[src/rtl/regbank16_write_32bit.sv]
// Write side of a sixteen-entry register bank: byte-enabled writes, flat readout, bulk-clear sweep.
// Optional macro REGBANK_ZERO_REG_EN makes register 0 a hard-wired zero.
module regbank16_write_32bit #(
  parameter int               WIDTH   = 32,
  parameter int               NREG    = 16,
  parameter logic [WIDTH-1:0] CLR_VAL = 32'h0000_0000
) (
  input  logic                    clock,
  input  logic                    reset,
  input  logic                    wr_valid,
  output logic                    wr_ready,
  input  logic [3:0]              wr_addr,
  input  logic [WIDTH-1:0]        wr_data,
  input  logic [WIDTH/8-1:0]      wr_be,
  output logic                    wr_ack,
  input  logic                    clr_req,
  output logic                    busy,
  output logic [3:0]              clr_idx,
  output logic [NREG*WIDTH-1:0]   q_flat
);

  localparam int         NBYTE = WIDTH / 8;
  localparam logic [3:0] LAST  = 4'(NREG - 1);

  typedef enum logic {
    IDLE  = 1'b0,
    CLEAR = 1'b1
  } state_t;

  state_t           state_q, state_d;
  logic [3:0]       clr_idx_q, clr_idx_d;
  logic             wr_ack_q, wr_ack_d;
  logic [WIDTH-1:0] regs_q [NREG];
  logic [WIDTH-1:0] regs_d [NREG];
  logic             wr_accept;

  always_ff @(posedge clock or posedge reset) begin
    if (reset) begin
      state_q   <= IDLE;
      clr_idx_q <= '0;
      wr_ack_q  <= 1'b0;
      for (int k = 0; k < NREG; k++) begin
        regs_q[k] <= '0;
      end
    end else begin
      state_q   <= state_d;
      clr_idx_q <= clr_idx_d;
      wr_ack_q  <= wr_ack_d;
      for (int k = 0; k < NREG; k++) begin
        regs_q[k] <= regs_d[k];
      end
    end
  end

  always_comb begin
    state_d   = state_q;
    clr_idx_d = clr_idx_q;
    wr_ready  = 1'b0;
    busy      = 1'b0;
    wr_accept = 1'b0;
    for (int k = 0; k < NREG; k++) begin
      regs_d[k] = regs_q[k];
    end

    unique case (state_q)
      IDLE: begin
        wr_ready  = 1'b1;
        wr_accept = wr_valid;
        if (clr_req) begin
          state_d   = CLEAR;
          clr_idx_d = '0;
        end
      end
      CLEAR: begin
        busy              = 1'b1;
        regs_d[clr_idx_q] = CLR_VAL;
        clr_idx_d         = clr_idx_q + 4'd1;
        if (clr_idx_q == LAST) begin
          state_d = IDLE;
        end
      end
      default: state_d = IDLE;
    endcase

    // Writes only land in IDLE, so they never collide with a sweep store.
    if (wr_accept) begin
      for (int b = 0; b < NBYTE; b++) begin
        if (wr_be[b]) begin
          regs_d[wr_addr][8*b +: 8] = wr_data[8*b +: 8];
        end
      end
    end

`ifdef REGBANK_ZERO_REG_EN
    regs_d[0] = '0;
`endif
  end

  assign wr_ack_d = wr_accept;
  assign wr_ack   = wr_ack_q;
  assign clr_idx  = clr_idx_q;

  for (genvar k = 0; k < NREG; k++) begin : g_flat
`ifdef REGBANK_ZERO_REG_EN
    if (k == 0) begin : g_zero
      assign q_flat[WIDTH-1:0] = '0;
    end else begin : g_reg
      assign q_flat[WIDTH*k +: WIDTH] = regs_q[k];
    end
`else
    assign q_flat[WIDTH*k +: WIDTH] = regs_q[k];
`endif
  end

endmodule

[config.mk]
export PLATFORM = sky130hd
export DESIGN_NAME = regbank16_write_32bit
export DESIGN_NICKNAME = d
export VERILOG_FILES = /design/src/rtl/regbank16_write_32bit.sv
export SDC_FILE = /design/constraint.sdc
export NUM_CORES = 1
export LEC_CHECK = 0
export CAP_MARGIN = 20
export CORE_ASPECT_RATIO = 0.6
export CORE_MARGIN = 2
export CORE_UTILIZATION = 40
export DETAILED_ROUTE_END_ITERATION = 8
export PLACE_DENSITY = 0.78
export SLEW_MARGIN = 10
export SYNTH_ARGS = -nofsm -noshare
export SYNTH_HDL_FRONTEND = slang
export SYNTH_SLANG_ARGS = --single-unit
[constraint.sdc]
create_clock -name clock -period 25.9 [get_ports clock]
set_input_delay 3.885 -clock clock [delete_from_list [all_inputs] [get_ports clock]]
set_output_delay 3.885 -clock clock [all_outputs]
set_load 0.05 [all_outputs]
==> out/metrics.yaml <==
outcome:
  status: "complete, no violations"
yosys:
  yosysSeqAreaShare_pct: 57.9
  synth-edff-count: 0
  synth_warnings: 0
  synth-async-reset-ratio_pct: 100
  synth_top_area_cell: "dfrtp_1"
  syn_area_mm2: 0.0224
  syn_nets: 2537
  synth_top_area_share_pct: 57.9
  ys_seq_elements: 518
  ys.flop_type: "dfrtp_1"
  synth_cell_types: 32
  yosysMostFrequentCell: "dfrtp_1"
  synthTopCellsByArea: "dfrtp_1 (58%), nand3_1 (11%), nand2_1 (8.6%)"
  avgSynthCellArea_um2: 9.00
  synth_cells: 2488
  yosys-top-cells-count: "dfrtp_1 (518), nand2_1 (515), nand3_1 (513), o21ai_1 (370), buf_2 (149)"
clock_network:
  cts-hold-fix-buffers: 0
  h-tree-depth: 2
  numCtsBuffers: 49
  clk_pin_slew_ns: 0.06
  clk_latency_ns: 0.57
  cts_tree: "done"
  ctsResizeCount: 0
  cts-root-buf: "clkbuf_16"
  ctsLongestPathBuffers: 3
  cts.sink_count: 518
  post-cts-setup-buffers: 0
timing:
  setup_viol: 0
  finClkSkew_ns: 0.00946
  holdWs_ns: 0.515
  maxSlewViolCount: 0
  tightest_slew_ns: 1.02
  slew_headroom_pct: 32.3
  fin_crit_sh_pct: 24.8
  fmax_mhz: 156
  rsz0062_at_grt: "no"
  fin_setup_tns_ns: 0
  hold_viol: 0
  layout_min_cycle_time_ns: 6.42
power_and_ir_drop:
  switching_share_pct: 50.4
  switchingPower_mw: 2.36
  comb_power_share_pct: 54.0
  p_leak_nw: 12.3
  peakVddDrop_mv: 0.0795
  p_int_mw: 2.31
  p_per_area_mw_per_mm2: 157
  power_frac_seq_pct: 29.8
  clock_power_share_pct: 16.2
routing:
  vias_per_cell: 5.82
  ant_nets: 0
  vias: 21200
  drc: 0
  initialDrtViolationCount: 2889
  wire_per_inst_um: 25.9
  wl_mm: 94.6
  drt_pass1_iterations: 8
global_routing:
  antenna_found_initial: 4
  track_usage_pct: 31.9
  grt_pass1_wl_mm: 137
  grt_pass1_vias: 20100
  grt_start_max_net_pins: 170
  overflow: 0
worst_setup_path:
  slowest_stage: "dfrtp_1"
  regToRegEndpoint: "q_flat[474]"
  cp.depth: 2
  path_max_fanout: 27
  r2r_setup_slack_ns: 22.64
  crit_path_end_kind: "output pin"
  path_buf_inv: 2
  arrival_ns: 2.53
  critPathTopFamily: "buffers and inverters"
  critPathRequiredTime_ns: 22.01
  reg2reg_from: "state_q"
  max_stage_delay_ns: 0.90
  path_cells: "inv_1, clkdlybuf4s50_1"
  crit_path_start_kind: "flip-flop"
  path_class: "flip-flop to output pin"
  reg2regPathDepth: 4
die:
  dieArea_mm2: 0.0579
  dieWidth_um: 309
  core_area_mm2: 0.0556
  rows: 67
  io_pins: 563
  die_y_um: 187
  initial_core_util_pct: 40.3
worst_hold_path:
  hold_depth: 2
  holdPathEnd: "q_flat[77]"
  min_path_type: "flip-flop to flip-flop"
  min_from: "q_flat[77]"
layout:
  syn_to_final_growth_pct: 32.6
  nets: 2899
  drive_gt1_share_pct: 5.47
run:
  max_cap_viol_count: 0
placement:
  globalplace.congestion: 0.840
  port-buffer-count: 562
  hpwl_mm: 57.9
-- layer usage --
metal | wire length, um | up-vias | GRT usage [%] | part of all wire [%]
met5 | 41 | - | 0 | 0.043
met2 | 40300 | 1438 | 45.9 | 43
met1 | 37000 | 10400 | 44.0 | 39
met4 | 3810 | 6 | 10.8 | 4.0
met3 | 13400 | 261 | 12.0 | 14
li1 | - | 9101 | - | -
-- logic make-up after synthesis --
group,Yosys count,synth area share (%)
flip-flops,518,57.9
buffers and inverters,316,6.39
XOR/XNOR,2,0.0782
AO/OA/AOI/OAI,517,11.6
adder cells (fa/ha/maj),5,0.279
AND/OR/NAND/NOR,1130,23.8
-- metrics by stage --
stage	area (um^2)	instances	total power [mW]	utilization, %	setup WS, ns
finish	29700	3648	4.67	53.4	19.48
floorplan	22400	2488	2.95	-	7.55
global placement	28000	3557	3.87	50.4	19.05
CTS	29700	3645	4.66	53.4	19.50
detailed placement	28000	3557	3.90	50.4	19.01
global route	29700	3646	4.84	53.4	19.37
-- worst register-to-register path: cells and delay by family (launching register included) --
| family | cells | cell delay [ns] |
|---|---|---|
| AND/OR/NAND/NOR | 2 | 1.47 |
| AO/OA/AOI/OAI | 1 | 0.16 |
| buffers and inverters | 1 | 0.79 |
| flip-flops | 1 | 0.70 |
-- sequential cells by signal, indices dropped and copies added (netlist names) --
| signal | flops |
|---|---|
| clr_idx | 4 |
| q_flat | 512 |
| state_q | 1 |
| wr_ack | 1 |
-- cell type report --
cell class,instances,area [um^2]
repair buffers,623,6070
flip-flops and latches,518,13000
diodes,2,5.00
well taps,759,950
fillers,4921,25900
clock inverters,11,193
inverters,4,22.5
multi-input cells,1654,8050
clock buffers,77,1440
-- layout by cell type (no fill, tap or decap), drive strengths merged, types with 2 or more instances in the layout --
| cell | n |
|---|---|
| and2 | 64 |
| and3b | 4 |
| and4b | 4 |
| and4bb | 4 |
| buf | 72 |
| bufinv | 5 |
| clkbuf | 77 |
| clkdlybuf4s50 | 551 |
| clkinv | 3 |
| clkinvlp | 2 |
| dfrtp | 518 |
| diode | 2 |
| ha | 5 |
| inv | 5 |
| nand2 | 515 |
| nand3 | 513 |
| nand4 | 4 |
| nand4b | 8 |
| nand4bb | 4 |
| nor4b | 4 |
| nor4bb | 2 |
| o21ai | 513 |
| o22ai | 2 |
-- worst max-delay path by stage --
stage | start | to | slack, ns
floorplan | reset | clr_idx[0] | 7.55
global placement | reset | q_flat[248] | 19.05
detailed placement | reset | q_flat[225] | 19.01
CTS | state_q | wr_ready | 19.50
global route | state_q | wr_ready | 19.37
finish | state_q | wr_ready | 19.48
-- power groups by stage --
| stage | registers, mW | logic (mW) | clock network (mW) |
|---|---|---|---|
| after floorplan | 2.56 | 0.390 | 0 |
| after global routing | 1.42 | 2.62 | 0.795 |
| after global placement | 1.39 | 2.48 | 0 |
| after detailed placement | 1.39 | 2.51 | 0 |
| after CTS | 1.38 | 2.51 | 0.760 |
| final | 1.39 | 2.52 | 0.757 |
Power figures use the tool's default switching activity.
